## src/rtl/game_sequencer_if.sv

```systemverilog
// Signal bundle between the game sequencer and its surrounding blocks:
// frame tick, buttons and collision in; state, pulses, run-enable, speed and blink out.
interface game_sequencer_if;
  logic       i_tick_60hz;
  logic       i_button_up;
  logic       i_button_down;
  logic       i_crash;
  logic [1:0] o_state;
  logic       o_game_start_pulse;
  logic       o_game_over_pulse;
  logic       o_run_en;
  logic [2:0] o_speed;
  logic       o_blink;

  // Environment side: drives inputs, observes outputs.
  modport master (
    output i_tick_60hz, i_button_up, i_button_down, i_crash,
    input  o_state, o_game_start_pulse, o_game_over_pulse, o_run_en, o_speed, o_blink
  );

  // Sequencer side.
  modport slave (
    input  i_tick_60hz, i_button_up, i_button_down, i_crash,
    output o_state, o_game_start_pulse, o_game_over_pulse, o_run_en, o_speed, o_blink
  );
endinterface

```

## src/rtl/game_sequencer.sv

```systemverilog
// Dino game flow controller: IDLE -> RUN -> CRASH -> OVER with registered
// start/game-over pulses, run-enable, saturating speed level and game-over blink.
module game_sequencer #(
  parameter int unsigned HOLD_FRAMES       = 60,
  parameter int unsigned SPEED_STEP_FRAMES = 600,
  parameter int unsigned START_SPEED       = 1,
  parameter int unsigned MAX_SPEED         = 7,
  parameter int unsigned BLINK_FRAMES      = 16
) (
  input logic               clk,
  input logic               rst_n,
  game_sequencer_if.slave   bus
);

  localparam int unsigned SpdW   = (SPEED_STEP_FRAMES > 2) ? $clog2(SPEED_STEP_FRAMES) : 1;
  localparam int unsigned HoldW  = $clog2(HOLD_FRAMES + 1);
  localparam int unsigned BlinkW = (BLINK_FRAMES > 1) ? $clog2(BLINK_FRAMES) : 1;

  localparam logic [SpdW-1:0]   SpdLast   = SpdW'(SPEED_STEP_FRAMES - 1);
  localparam logic [HoldW-1:0]  HoldLast  = HoldW'(HOLD_FRAMES - 1);
  localparam logic [BlinkW-1:0] BlinkLast = BlinkW'(BLINK_FRAMES - 1);
  localparam logic [2:0]        SpeedInit = 3'(START_SPEED);
  localparam logic [2:0]        SpeedMax  = 3'(MAX_SPEED);

  typedef enum logic [1:0] {
    StIdle  = 2'd0,
    StRun   = 2'd1,
    StCrash = 2'd2,
    StOver  = 2'd3
  } state_e;

  state_e            state_q;
  logic              up_prev_q;
  logic              start_pulse_q;
  logic              over_pulse_q;
  logic              run_en_q;
  logic [2:0]        speed_q;
  logic              blink_q;
  logic [SpdW-1:0]   spd_cnt_q;
  logic [HoldW-1:0]  hold_cnt_q;
  logic [BlinkW-1:0] blink_cnt_q;

  logic up_rise;
  assign up_rise = bus.i_button_up & ~up_prev_q;

  // Game-flow FSM with all outputs and counters registered.
  always_ff @(posedge clk or negedge rst_n) begin
    if (!rst_n) begin
      state_q       <= StIdle;
      up_prev_q     <= 1'b1;  // a button held through reset must not start a game
      start_pulse_q <= 1'b0;
      over_pulse_q  <= 1'b0;
      run_en_q      <= 1'b0;
      speed_q       <= SpeedInit;
      blink_q       <= 1'b0;
      spd_cnt_q     <= '0;
      hold_cnt_q    <= '0;
      blink_cnt_q   <= '0;
    end else begin
      up_prev_q     <= bus.i_button_up;
      start_pulse_q <= 1'b0;
      over_pulse_q  <= 1'b0;
      unique case (state_q)
        StIdle: begin
          if (up_rise) begin
            state_q       <= StRun;
            start_pulse_q <= 1'b1;
            run_en_q      <= 1'b1;
            speed_q       <= SpeedInit;
            spd_cnt_q     <= '0;
          end
        end
        StRun: begin
          // Crash wins over a coincident tick: speed state is left untouched.
          if (bus.i_crash) begin
            state_q      <= StCrash;
            over_pulse_q <= 1'b1;
            run_en_q     <= 1'b0;
            hold_cnt_q   <= '0;
          end else if (bus.i_tick_60hz) begin
            if (spd_cnt_q == SpdLast) begin
              spd_cnt_q <= '0;
              if (speed_q < SpeedMax) speed_q <= speed_q + 3'd1;
            end else begin
              spd_cnt_q <= spd_cnt_q + 1'b1;
            end
          end
        end
        StCrash: begin
          if (bus.i_tick_60hz) begin
            hold_cnt_q <= hold_cnt_q + 1'b1;
            if (hold_cnt_q == HoldLast) begin
              state_q     <= StOver;
              blink_q     <= 1'b0;
              blink_cnt_q <= '0;
            end
          end
        end
        StOver: begin
          if (up_rise) begin
            state_q       <= StRun;
            start_pulse_q <= 1'b1;
            run_en_q      <= 1'b1;
            speed_q       <= SpeedInit;
            spd_cnt_q     <= '0;
            blink_q       <= 1'b0;
          end else if (bus.i_button_down) begin
            state_q <= StIdle;
            blink_q <= 1'b0;
          end else if (bus.i_tick_60hz) begin
            if (blink_cnt_q == BlinkLast) begin
              blink_cnt_q <= '0;
              blink_q     <= ~blink_q;
            end else begin
              blink_cnt_q <= blink_cnt_q + 1'b1;
            end
          end
        end
        default: state_q <= StIdle;
      endcase
    end
  end

  // Registered state drives the interface directly.
  always_comb begin
    bus.o_state            = state_q;
    bus.o_game_start_pulse = start_pulse_q;
    bus.o_game_over_pulse  = over_pulse_q;
    bus.o_run_en           = run_en_q;
    bus.o_speed            = speed_q;
    bus.o_blink            = blink_q;
  end

endmodule

```

## src/flat_wrapper.sv

```systemverilog
// flat-port wrapper written by rule: the top's interface ports become plain ports
module game_sequencer_flat 
#(
  parameter int unsigned HOLD_FRAMES       = 60,
  parameter int unsigned SPEED_STEP_FRAMES = 600,
  parameter int unsigned START_SPEED       = 1,
  parameter int unsigned MAX_SPEED         = 7,
  parameter int unsigned BLINK_FRAMES      = 16
)
  (clk, rst_n, bus_i_tick_60hz, bus_i_button_up, bus_i_button_down, bus_i_crash, bus_o_state, bus_o_game_start_pulse, bus_o_game_over_pulse, bus_o_run_en, bus_o_speed, bus_o_blink);
  game_sequencer_if bus_i ();
  input logic clk;
  input logic rst_n;
  input wire logic [$bits(bus_i.i_tick_60hz)-1:0] bus_i_tick_60hz;
  input wire logic [$bits(bus_i.i_button_up)-1:0] bus_i_button_up;
  input wire logic [$bits(bus_i.i_button_down)-1:0] bus_i_button_down;
  input wire logic [$bits(bus_i.i_crash)-1:0] bus_i_crash;
  output wire logic [$bits(bus_i.o_state)-1:0] bus_o_state;
  output wire logic [$bits(bus_i.o_game_start_pulse)-1:0] bus_o_game_start_pulse;
  output wire logic [$bits(bus_i.o_game_over_pulse)-1:0] bus_o_game_over_pulse;
  output wire logic [$bits(bus_i.o_run_en)-1:0] bus_o_run_en;
  output wire logic [$bits(bus_i.o_speed)-1:0] bus_o_speed;
  output wire logic [$bits(bus_i.o_blink)-1:0] bus_o_blink;
  assign bus_i.i_tick_60hz = bus_i_tick_60hz;
  assign bus_i.i_button_up = bus_i_button_up;
  assign bus_i.i_button_down = bus_i_button_down;
  assign bus_i.i_crash = bus_i_crash;
  assign bus_o_state = bus_i.o_state;
  assign bus_o_game_start_pulse = bus_i.o_game_start_pulse;
  assign bus_o_game_over_pulse = bus_i.o_game_over_pulse;
  assign bus_o_run_en = bus_i.o_run_en;
  assign bus_o_speed = bus_i.o_speed;
  assign bus_o_blink = bus_i.o_blink;
  game_sequencer #(.HOLD_FRAMES(HOLD_FRAMES), .SPEED_STEP_FRAMES(SPEED_STEP_FRAMES), .START_SPEED(START_SPEED), .MAX_SPEED(MAX_SPEED), .BLINK_FRAMES(BLINK_FRAMES)) u_core (.clk(clk), .rst_n(rst_n), .bus(bus_i));
endmodule
```

## config.mk

```make
export PLATFORM = sky130hd
export DESIGN_NAME = game_sequencer_flat
export DESIGN_NICKNAME = d
export VERILOG_FILES = /design/src/rtl/game_sequencer_if.sv /design/src/rtl/game_sequencer.sv /design/src/flat_wrapper.sv
export SDC_FILE = /design/constraint.sdc
export NUM_CORES = 1
export LEC_CHECK = 0
export CORE_ASPECT_RATIO = 0.8
export CORE_UTILIZATION = 62
export CTS_CLUSTER_DIAMETER = 150
export DETAILED_ROUTE_END_ITERATION = 10
export GPL_TIMING_DRIVEN = 0
export PLACE_DENSITY_LB_ADDON = 0.08
export SYNTH_ARGS = -nofsm -noshare
export SYNTH_HDL_FRONTEND = slang
export SYNTH_SLANG_ARGS = --single-unit
```

## constraint.sdc

```tcl
create_clock -name clk -period 5.5 [get_ports clk]
set_clock_uncertainty 0.1 [all_clocks]
set_input_delay 1.65 -clock clk [delete_from_list [all_inputs] [get_ports clk]]
set_output_delay 1.65 -clock clk [all_outputs]
set_load 0.02 [all_outputs]
```

### After elaboration in Yosys (flattened, before gate mapping)

Index checks and enable logic that the tools add are counted.

| operators by class | value |
|---|---|
| $add $sub $neg | 4 |
| order comparisons | 1 |
| equality and inequality tests | 21 |
| mux-type cells | 42 |
| bitwise operators | 3 |
| reductions and logical operators | 12 |

Operators by type and width:

| cell | count |
|---|---|
| 10-bit two-way mux | 4 |
| 4-bit two-way mux | 6 |
| 10-bit one-hot mux with 2 select lines | 1 |
| 3-bit two-way mux | 5 |
| 2-bit inequality test, second input constant | 7 |
| 1-bit two-way mux | 12 |
| 2-bit two-way mux | 6 |
| 6-bit two-way mux | 2 |
| 6-bit one-hot mux with 2 select lines | 1 |
| 6-bit AND reduction | 2 |
| 10-bit by 1-bit adder with 10-bit output, second input constant | 1 |
| 10-bit == test, second input constant | 1 |
| 2-bit by 1-bit inequality test with 1-bit output, second input constant | 5 |
| 5-bit AND reduction | 2 |
| 2-bit one-hot mux with 4 select lines | 1 |
| 4-bit one-hot mux with 2 select lines | 1 |
| 6-bit by 1-bit adder with 6-bit output, second input constant | 1 |
| 6-bit == test, second input constant | 1 |
| 3-bit one-hot mux with 2 select lines | 1 |
| 3-bit AND reduction | 2 |
| 2-bit nonzero test | 3 |
| 4-bit by 1-bit adder with 4-bit output, second input constant | 1 |
| 2-bit == test, second input constant | 2 |
| 4-bit == test, second input constant | 1 |
| 12 further kinds | 14 |

| word-level totals | value |
|---|---|
| bits in registers | 30 |
| output and inout bits | 9 |
| logic and storage cells | 93 |

### Longest topological paths before layout

Gate-level depths: netlist of run 1.

| logic depth | value |
|---|---|
| word-level depth | 6 |
| mapped depth | 8 |
| depth with buffers taken out | 6 |

### Worst setup path before layout of run 1

No wires, ideal clock.

| timing | value |
|---|---|
| path type | in2reg |
| from | input bus_i_button_up |
| to | register u_core.spd_cnt_q[6] |
| arrival | 2,439 ps |
| data required time | 5,270 ps |
| path slack | 2,832 ps |
| stages on the path | 5 |
| path buffers | 1 |
| path through | nor2b_1 -> o22ai_1 -> buf_2 -> a32oi_1 -> o41ai_1 |

| on the way | value |
|---|---|
| longest elaborated chain between the ends | 3 |

RTL lines:

| item | RTL line | text |
|---|---|---|
| start: declaration | flat_wrapper.sv:15 | `input wire logic [$bits(bus_i.i_button_up)-1:0] bus_i_button_up;` |
| 1-bit AND | game_sequencer.sv:44 | `assign up_rise = bus.i_button_up & ~up_prev_q;` |
| 2-bit by 1-bit inequality test with 1-bit output (no line) | - |  |
| 4-bit AND reduction (no line) | - |  |
| end signal: assignment | game_sequencer.sv:85 | `spd_cnt_q <= spd_cnt_q + 1'b1;` |
| end: declaration | game_sequencer.sv:39 | `logic [SpdW-1:0] spd_cnt_q;` |

Every way passes these cells.
A chain may end at the register's enable or synchronous reset.

### Worst setup path in the final report of run 1

| timing | value |
|---|---|
| from | register u_core.speed_q[0] (netlist: u_core.bus.o_speed[0]) |
| to | output bus_o_speed[0] |

RTL lines:

| item | RTL line | text |
|---|---|---|
| start: declaration | game_sequencer.sv:37 | `logic [2:0] speed_q;` |
| start signal: assignment | game_sequencer.sv:54 | `speed_q <= SpeedInit;` |
| start signal: assignment | game_sequencer.sv:69 | `speed_q <= SpeedInit;` |
| start signal: assignment | game_sequencer.sv:83 | `if (speed_q < SpeedMax) speed_q <= speed_q + 3'd1;` |
| end: declaration | flat_wrapper.sv:22 | `output wire logic [$bits(bus_i.o_speed)-1:0] bus_o_speed;` |

No word-level cell between the ends.

==> results of run 1 <==
[routing by layer]
metal | global-route usage | wire (um) | vias up
met3 | 0.0591 | 202 | 8
met4 | 0.112 | 53 | 0
met5 | 0 | 0 | -
li1 | - | - | 752
met1 | 0.401 | 1920 | 726
met2 | 0.429 | 1670 | 51
[logic make-up after synthesis]
| group | share of synthesized area |
|---|---|
| flops | 0.417 |
| fa+ha+maj | 0.0623 |
| buf+inv | 0.0332 |
| simple gates | 0.265 |
| xor+xnor | 0.0194 |
| mux | 0.0235 |
| compound gates | 0.180 |
[worst register-to-register path, delay by kind of cell, from the launching register on]
kind | cells | cell delay [ns]
buffers and inverters | 3 | 0.70
AOI/OAI and AO/OA | 2 | 0.43
and+or+nand+nor | 2 | 0.17
DFF | 1 | 0.44
adders and majority gates | 1 | 0.30
[worst min-delay path by stage]
stage,startpoint,to,slack (ns),cells after the start
after floorplan,u_core.spd_cnt_q[9],u_core.spd_cnt_q[9],0.38,2
after global placement,u_core.spd_cnt_q[9],u_core.spd_cnt_q[9],0.40,2
after detailed placement,u_core.bus.o_speed[0],u_core.bus.o_speed[0],0.42,2
after CTS,u_core.bus.o_speed[0],u_core.bus.o_speed[0],0.43,2
after global routing,u_core.bus.o_speed[0],u_core.bus.o_speed[0],0.47,2
final,u_core.bus.o_speed[0],u_core.bus.o_speed[0],0.44,2
[flip-flops by register name, indices dropped and copies added (netlist names), 2 cells and up]
| register | flops |
|---|---|
| u_core.blink_cnt_q | 4 |
| u_core.bus.o_speed | 3 |
| u_core.bus.o_state | 2 |
| u_core.hold_cnt_q | 6 |
| u_core.spd_cnt_q | 10 |
[layout make-up]
class,instances,area (um2)
clock inverters,3,40.0
fillers,218,698
multi-input cells,144,993
inverters,8,30.0
repair buffers,14,135
plain buffers,6,30.0
well taps,38,47.5
flip-flops and latches,30,753
clock buffers,5,37.5
[per-stage QoR]
stage | total power [mW] | worst slack (ns) | instance area (um2) | util | cells
after floorplan | 0.648 | 2.83 | 1810 | - | 188
after global placement | 0.755 | 2.09 | 1990 | 0.721 | 240
after detailed placement | 0.781 | 2.03 | 1990 | 0.721 | 240
after CTS | 0.955 | 2.22 | 2070 | 0.749 | 248
after global routing | 1.04 | 2.16 | 2070 | 0.748 | 248
final | 0.957 | 2.22 | 2070 | 0.748 | 248
[placed cells by master, fill, tap and decap left out, types with 5 or more instances in the layout]
cell / n
ha_1: 9
nand3_1: 10
nand4_1: 7
clkdlybuf4s50_1: 13
clkbuf_4: 5
inv_1: 8
dfrtp_1: 28
a21oi_1: 5
o21ai_0: 15
nor2_1: 8
nand2_1: 19
[power by group through the flow]
stage | clock network [mW] | logic, mW | registers (mW)
after floorplan | 0 | 0.308 | 0.341
after global placement | 0 | 0.427 | 0.328
after detailed placement | 0 | 0.447 | 0.334
after CTS | 0.176 | 0.449 | 0.330
after global routing | 0.184 | 0.513 | 0.340
final | 0.174 | 0.452 | 0.332
==> reports/metrics.cfg, run 1 <==
[timing]
setup-violations-final=0
slew_violations=0
hold_ws_ns=0.435
tns_ns=0
hold_violations=0
slew-limit-headroom=0.554
clock.fmax_ghz=0.305
fin_crit_sh=0.596
fin_crit_ns=3.28
worstMarginPinSlew_ns=0.669
rsz0062_at_grt=no

[setup_path]
path_delay_family=buffers and inverters
worst_setup_path_start_kind=flop
slowest_stage=clkdlybuf4s50_1
critPathRequiredTime_ns=3.75
worst-path-max-fanout=5
r2r_slack_ns=3.25
slowest_delay_ns=0.61
crit_buf_inv=1
cp-endpoint=bus_o_speed[0]
cp_cell_sequence=clkdlybuf4s50_1
cp.depth=1
r2r_cells=8
rr_startpoint=u_core.bus.o_state[0]
endpoint_kind=output pin
worst_r2r_endpoint=u_core.spd_cnt_q[7]
criticalPathCategory=flop to output pin
cp-startpoint=u_core.bus.o_speed[0]
cp.arrival_ns=1.53

[detailed_routing]
totalWireLength_um=3840
ant_nets=0
drc=0
drt_iter0_markers=130
avgViaCountPerCell=6.20
wl_per_cell_um=15.5
drt_first_pass_iters=4
vias=1537

[grt]
grt_pass1_wl_um=6810
antenna_found_initial=0
grt_max_degree=31
grt.total_usage=0.284
grt_pass1_vias=1473
grt_overflow=0

[die]
core_um2=2770
die_x_um=62.4
initial_core_util=0.653
die_height_um=50.3
num_rows=17
die_area_um2=3140
io_pins=15

[yosys]
seq_area_frac_synth=0.417
synth_top_cells_by_count=dfrtp_1 (28), nand2_1 (19), o21ai_0 (15)
synth-edff-count=0
synthesis.area_um2=1810
async_reset_ff_frac=1.00
yosys.area.top_type=dfrtp_1
synth_cells=188
avgSynthCellArea_um2=9.61
yosys_warnings=0
synth_cell_types=54
synth_nets=203
synth-seq-cells=30
synth_most_common_cell=dfrtp_1
synth_top_flop_cell=dfrtp_1
synthTopCellsByArea=dfrtp_1 (39%), ha_1 (6.2%), o21ai_0 (4.2%), nand2_1 (3.9%), dfstp_2 (2.9%)
synth_top_cell_area_share=0.388

[clock_network]
clkTransAtPathRegs_ns=0.09
ctsResizeCount=0
clk_latency_ns=0.34
cts.sinks=30
clk_path_buf_depth=2
cts_hold_buf=0
post-cts-setup-buffer-count=0
cts_max_level=2
cts_buffers=5
clockRootBuffer=clkbuf_4
cts_tree=yes

[cells_and_area]
area_delta_synth_final_pct=14.4
nets=224
antennaDiodeCount=0
layout-drive-gt1-share=0.105

[flow_run]
cap_violations=0

[pwr]
switchingPower_mw=0.406
power_frac_seq=0.347
pwr_density_cell_nw_per_um2=463
leakage_nw=0.887
sw_frac_of_total=0.424
comb_power_share=0.472
p_int_mw=0.552
clkPwrFrac=0.181
max-vdd-ir-drop_mv=0.345

[run_status]
outcome=completed

[min_path]
holdCritPathClass=flop to flop

[placement]
routabilityCongestion=0.867
hpwl_um=2860
io_buffers=14

Power figures use the tool's default switching activity.
==> inputs of run 2 (changes only) <==
--- a/config.mk
+++ b/config.mk
@@ -6,7 +6,7 @@
 export NUM_CORES = 1
 export LEC_CHECK = 0
 export CORE_ASPECT_RATIO = 0.8
-export CORE_UTILIZATION = 62
+export CORE_UTILIZATION = 57
 export CTS_CLUSTER_DIAMETER = 150
 export DETAILED_ROUTE_END_ITERATION = 10
 export GPL_TIMING_DRIVEN = 0
==> constraint.sdc (replaced) <==
create_clock -name clk -period 3.04 [get_ports clk]
set_clock_uncertainty 0.1 [all_clocks]
set_input_delay 0.912 -clock clk [delete_from_list [all_inputs] [get_ports clk]]
set_output_delay 0.912 -clock clk [all_outputs]
set_load 0.02 [all_outputs]
==> run 2 against run 1 <==
Non-clock buffer count stayed put. Via count is 1.0% higher. Count of clock-buffer cells in the layout is 3 higher. Global-route usage is 0.24 points lower. Wire length is 6.4% higher. Die area is 8.4% higher. Sequential share of layout area is 0.56 points lower. Largest cell class unchanged.
==> reports/metrics.cfg, run 2 (synthesis results as in run 1) <==
[timing]
worstMarginPinSlew_ns=0.656  ; -0.0131 ns
slew_violations=0  ; unchanged
tns_ns=0  ; unchanged
fin_crit_sh=0.812
finalWorstSetupSlack_ns=0.572  ; -1.65 ns
rsz0062_at_grt=no
slew-limit-headroom=0.563  ; +0.00875
hold_violations=0  ; unchanged
setup-violations-final=0  ; unchanged
clock.fmax_ghz=0.405
fin_crit_ns=2.47

[cells_and_area]
multi_input_area_um2=993  ; unchanged
seq_area_um2=753  ; unchanged
area_delta_synth_final_pct=16.2
nets=224  ; unchanged
layout.cells.non_filler=248  ; unchanged
top_register=u_core.spd_cnt_q
mostFrequentLayoutCell=dfrtp_1
layout-drive-gt1-share=0.105  ; unchanged
fillers=228  ; +4.6%
top_regs=u_core.spd_cnt_q: 10 flops, u_core.hold_cnt_q: 6 flops, u_core.blink_cnt_q: 4 flops
fin_util=0.726  ; -0.0217
final_cell_mix=dfrtp_1 (28), nand2_1 (19), o21ai_0 (15), clkdlybuf4s50_1 (13), nand3_1 (10)
antennaDiodeCount=0  ; unchanged
largest_reg_flops=10  ; unchanged

[setup_path]
r2r_slack_ns=0.85  ; -2.40 ns
criticalPathCategory=flop to output pin
rr_startpoint=u_core.bus.o_state[0]
slowest_stage=clkdlybuf4s50_1
path_delay_family=buffers and inverters
endpoint_kind=output pin
crit_buf_inv=1  ; unchanged
r2r_cells=7  ; -1
worst_setup_path_start_kind=flop
slowest_delay_ns=0.61  ; about the same
critPathRequiredTime_ns=2.03  ; -1.72 ns
cp.arrival_ns=1.46  ; -0.07 ns
worst-path-max-fanout=5  ; unchanged
cp_cell_sequence=clkdlybuf4s50_1
worst_r2r_endpoint=u_core.spd_cnt_q[2]

[clock_network]
cts_max_level=2  ; unchanged
clockRootBuffer=clkbuf_8
cts_hold_buf=0  ; unchanged
cts_buffers=5  ; unchanged
cts_tree=yes
cts.sinks=30  ; unchanged
ctsResizeCount=0  ; unchanged
clk_path_buf_depth=2  ; unchanged
clk_latency_ns=0.28  ; -0.06 ns
clkTransAtPathRegs_ns=0.06  ; -0.03 ns
post-cts-setup-buffer-count=0  ; unchanged

[detailed_routing]
avgViaCountPerCell=6.26  ; +1.0%
drt_first_pass_iters=4  ; unchanged
drt_iter0_markers=139  ; +6.9%
totalWireLength_um=4090  ; +6.4%
drc=0  ; unchanged
vias=1553  ; +1.0%
ant_nets=0  ; unchanged
wl_per_cell_um=16.5  ; +6.4%

[pwr]
leakage_nw=0.899  ; +1.4%
max-vdd-ir-drop_mv=0.663  ; +92%
finalPower_mw=1.81  ; +89%
pwr_density_cell_nw_per_um2=862  ; +86%

[min_path]
holdPathEnd=u_core.bus.o_speed[0]
holdCritPathClass=flop to flop
hold_depth=2  ; unchanged
worstHoldStart=u_core.bus.o_speed[0]

[grt]
grt.total_usage=0.281  ; -0.00244
grt_pass1_wl_um=7000  ; +2.7%
grt_pass1_vias=1509  ; +2.4%
antenna_found_initial=0  ; unchanged
grt_overflow=0  ; unchanged
grt_max_degree=31  ; unchanged

[die]
num_rows=17  ; unchanged
die_x_um=64.9  ; +4.2%
io_pins=15  ; unchanged
die_height_um=52.4  ; +4.1%
core_um2=2890  ; +4.6%
die_area_um2=3400  ; +8.4%
initial_core_util=0.625  ; -0.0288

[placement]
hpwl_um=2960  ; +3.6%
dp_cells=240  ; unchanged
io_buffers=14  ; unchanged
post-place-ws_ns=0.309  ; -1.72 ns
routabilityCongestion=0.810  ; -6.5%

[flow_run]
cap_violations=0  ; unchanged

[run_status]
outcome=completed

## run 2: changes by cell type in the layout (fill, tap and decap cells not counted), sizes merged
cell	delta
bufinv	-1
clkinv	-2
clkbuf	+3
## run 2: metal layers
layer / up-vias / track usage / part of all wire
met5: - / 0 / 0
met2: 46 / 0.422 / 0.44
li1: 744 / - / -
met4: 0 / 0.137 / 0.011
met1: 757 / 0.377 / 0.50
met3: 6 / 0.0739 / 0.055
## run 2: power by group
group          internal, mW  switching, mW
Clock                 0.228          0.148
Combinational         0.340          0.490
Sequential            0.488          0.115
Total                  1.06          0.753
## run 2: how the worst max path moves through the flow
stage	endpoint	startpoint	cells after the start	slack, ns
3_5_place_dp	u_core.spd_cnt_q[4]	bus_i_tick_60hz	6	0.31
6_report	bus_o_speed[0]	u_core.bus.o_speed[0]	1	0.57
3_3_place_gp	u_core.spd_cnt_q[6]	bus_i_button_up	6	0.36
4_1_cts	bus_o_speed[0]	u_core.bus.o_speed[0]	1	0.56
5_1_grt	u_core.spd_cnt_q[6]	bus_i_tick_60hz	6	0.46
2_1_floorplan	u_core.spd_cnt_q[6]	u_core.bus.o_state[0]	7	1.05
## run 2: stage by stage
| step | hold slack (ns) | instance area, um2 |
|---|---|---|
| final | 0.425 | 2100 |
| after global routing | 0.448 | 2100 |
| after CTS | 0.427 | 2100 |
| after detailed placement | 0.421 | 1990 |
| after global placement | 0.406 | 1990 |
| after floorplan | 0.383 | 1810 |
## run 2: area by class of cell
type                       instances  share of cell area
buffer                             6              0.0143
inverter                           8              0.0143
tap                               38              0.0226
sequential                        30               0.359
multi-input combinational        144               0.473
clock buffer                       8              0.0524
timing repair buffer              14              0.0644
==> inputs of run 3 (changes only) <==
--- a/config.mk
+++ b/config.mk
@@ -6,7 +6,7 @@
 export NUM_CORES = 1
 export LEC_CHECK = 0
 export CORE_ASPECT_RATIO = 0.8
-export CORE_UTILIZATION = 57
+export CORE_UTILIZATION = 52
 export CTS_CLUSTER_DIAMETER = 150
 export DETAILED_ROUTE_END_ITERATION = 10
 export GPL_TIMING_DRIVEN = 0
==> constraint.sdc (replaced) <==
create_clock -name clk -period 2.1 [get_ports clk]
set_clock_uncertainty 0.1 [all_clocks]
set_input_delay 0.63 -clock clk [delete_from_list [all_inputs] [get_ports clk]]
set_output_delay 0.63 -clock clk [all_outputs]
set_load 0.02 [all_outputs]
==> run 3 against run 2 <==
Via count fell by 2.8%. Flip-flop and latch count did not move. Sequential share of layout area fell by 0.40 points. Clock power rose by 45%. Critical path depth did not move. Critical path type unchanged. Highest routed layer unchanged.
==> reports/metrics.cfg, run 3 (synthesis results as in run 1) <==
[die]
io_pins=15  ; unchanged
die_height_um=54.7  ; +4.5%
num_rows=18  ; +1
initial_core_util=0.565  ; -0.0596
core_um2=3200  ; +11%
die_area_um2=3720  ; +9.3%
die_x_um=67.9  ; +4.6%

[clock_network]
clkTransAtPathRegs_ns=0.06  ; about the same
cts_buffers=5  ; unchanged
cts_hold_buf=0  ; unchanged
clk_latency_ns=0.28  ; about the same
cts_tree=yes
clk_path_buf_depth=2  ; unchanged
cts_max_level=2  ; unchanged
cts.sinks=30  ; unchanged
clockRootBuffer=clkbuf_8

[timing]
fin_crit_sh=0.976
setup-violations-final=0  ; unchanged
clock.fmax_ghz=0.488
finalWorstSetupSlack_ns=0.0505  ; -0.522 ns
worstMarginPinSlew_ns=0.677  ; +0.0204 ns
slew_violations=0  ; unchanged
tns_ns=0  ; unchanged
rsz0062_at_grt=no
fin_crit_ns=2.05
slew-limit-headroom=0.549  ; -0.0136
hold_violations=0  ; unchanged

[grt]
grt_max_degree=31  ; unchanged
grt_overflow=0  ; unchanged
grt_pass1_wl_um=6470  ; -7.5%
grt_pass1_vias=1350  ; -11%
antenna_found_initial=0  ; unchanged
grt.total_usage=0.248  ; -0.0334

[cells_and_area]
top_register=u_core.spd_cnt_q
final_cell_mix=dfrtp_1 (28), nand2_1 (19), o21ai_0 (14), nand3_1 (10)
layout.cells.non_filler=249  ; +0.40%
nets=223  ; -0.45%
layout-drive-gt1-share=0.129  ; +0.0244
largest_reg_flops=10  ; unchanged
area_delta_synth_final_pct=17.5
antennaDiodeCount=0  ; unchanged
design_area_um2=2120  ; +1.1%
mostFrequentLayoutCell=dfrtp_1
top_regs=u_core.spd_cnt_q: 10 flops, u_core.hold_cnt_q: 6 flops, u_core.blink_cnt_q: 4 flops
fillers=251  ; +10%

[setup_path]
rr_startpoint=u_core.bus.o_state[0]
worst_r2r_endpoint=u_core.spd_cnt_q[6]
critPathRequiredTime_ns=1.37  ; -0.66 ns
crit_buf_inv=1  ; unchanged
criticalPathCategory=flop to output pin
cp_cell_sequence=clkdlybuf4s50_1
slowest_delay_ns=0.62  ; about the same
cp.arrival_ns=1.32  ; -0.14 ns
worst_setup_path_start_kind=flop
worst-path-max-fanout=5  ; unchanged
path_delay_family=buffers and inverters
endpoint_kind=output pin
r2r_slack_ns=0.13  ; -0.72 ns
slowest_stage=clkdlybuf4s50_1
r2r_cells=7  ; unchanged

[placement]
routabilityCongestion=0.791  ; -2.4%
dp_cells=242  ; +0.83%
place_area_um2=2000  ; +0.13%
hpwl_um=2790  ; -5.9%
post-place-ws_ns=-0.349  ; -0.658 ns
io_buffers=14  ; unchanged

[pwr]
leakage_nw=0.924  ; +2.7%
comb_power_share=0.458  ; about the same
power_frac_seq=0.333  ; about the same
switchingPower_mw=1.07  ; +42%
pwr_density_cell_nw_per_um2=1230  ; +43%
finalPower_mw=2.61  ; +45%
sw_frac_of_total=0.410  ; -0.00656
clkPwrFrac=0.209  ; about the same
p_int_mw=1.54  ; +46%
max-vdd-ir-drop_mv=0.678  ; +2.2%

[detailed_routing]
vias=1510  ; -2.8%
drc=0  ; unchanged
drt_first_pass_iters=4  ; unchanged
ant_nets=0  ; unchanged
avgViaCountPerCell=6.06  ; -3.2%
wl_per_cell_um=15.4  ; -6.5%
totalWireLength_um=3830  ; -6.1%
drt_iter0_markers=113  ; -19%

[flow_run]
cap_violations=0  ; unchanged

[run_status]
outcome=completed

[min_path]
holdCritPathClass=primary input to asynchronous set/reset pin

-- run 3: worst max-delay path by stage --
stage                          startpoint                  end  slack [ns]  depth (start not counted)
floorplan           u_core.bus.o_state[0]  u_core.spd_cnt_q[6]        0.11                          7
global placement          bus_i_button_up  u_core.spd_cnt_q[6]       -0.30                          6
detailed placement        bus_i_button_up  u_core.spd_cnt_q[6]       -0.35                          6
CTS                 u_core.bus.o_state[0]       bus_o_state[0]        0.03                          1
global route        u_core.bus.o_speed[2]       bus_o_speed[2]       0.002                          1
finish              u_core.bus.o_speed[2]       bus_o_speed[2]        0.05                          1
-- run 3: layout make-up --
type                            instances  area [um2]  share of cell area
Sequential cell                        30         753               0.355
Clock buffer                            8         110              0.0519
Buffer                                  5        28.8              0.0136
Timing Repair Buffer                   14         138              0.0648
Tap cell                               40        50.0              0.0236
Inverter                                8        30.0              0.0141
Multi-Input combinational cell        144        1010               0.477
-- run 3: metal layers --
metal,vias to the layer above,global-route usage,part of all wire
li1,747,-,-
met1,730,0.349,0.52
met2,29,0.358,0.42
met3,4,0.0771,0.051
met4,0,0.0833,0.013
met5,-,0,0
-- run 3: power by group through the flow --
stage | logic [mW] | registers, mW | clock network (mW)
floorplan | 0.805 | 0.892 | 0
global route | 1.33 | 0.894 | 0.576
finish | 1.20 | 0.870 | 0.547
global placement | 1.13 | 0.861 | 0
detailed placement | 1.16 | 0.874 | 0
CTS | 1.18 | 0.867 | 0.558
-- run 3: stage by stage --
stage | utilization | hold WS [ns]
after global placement | 0.624 | 0.405
final | 0.664 | 0.280
after floorplan | - | 0.234
after CTS | 0.660 | 0.422
after global routing | 0.664 | 0.339
after detailed placement | 0.624 | 0.411
-- run 3: what timing repair did --
item	4_1_cts	5_1_grt
buffers inserted	0	0
gates resized for setup	5	8
endpoints found under the hold margin	0	0
setup endpoints to repair	10	9
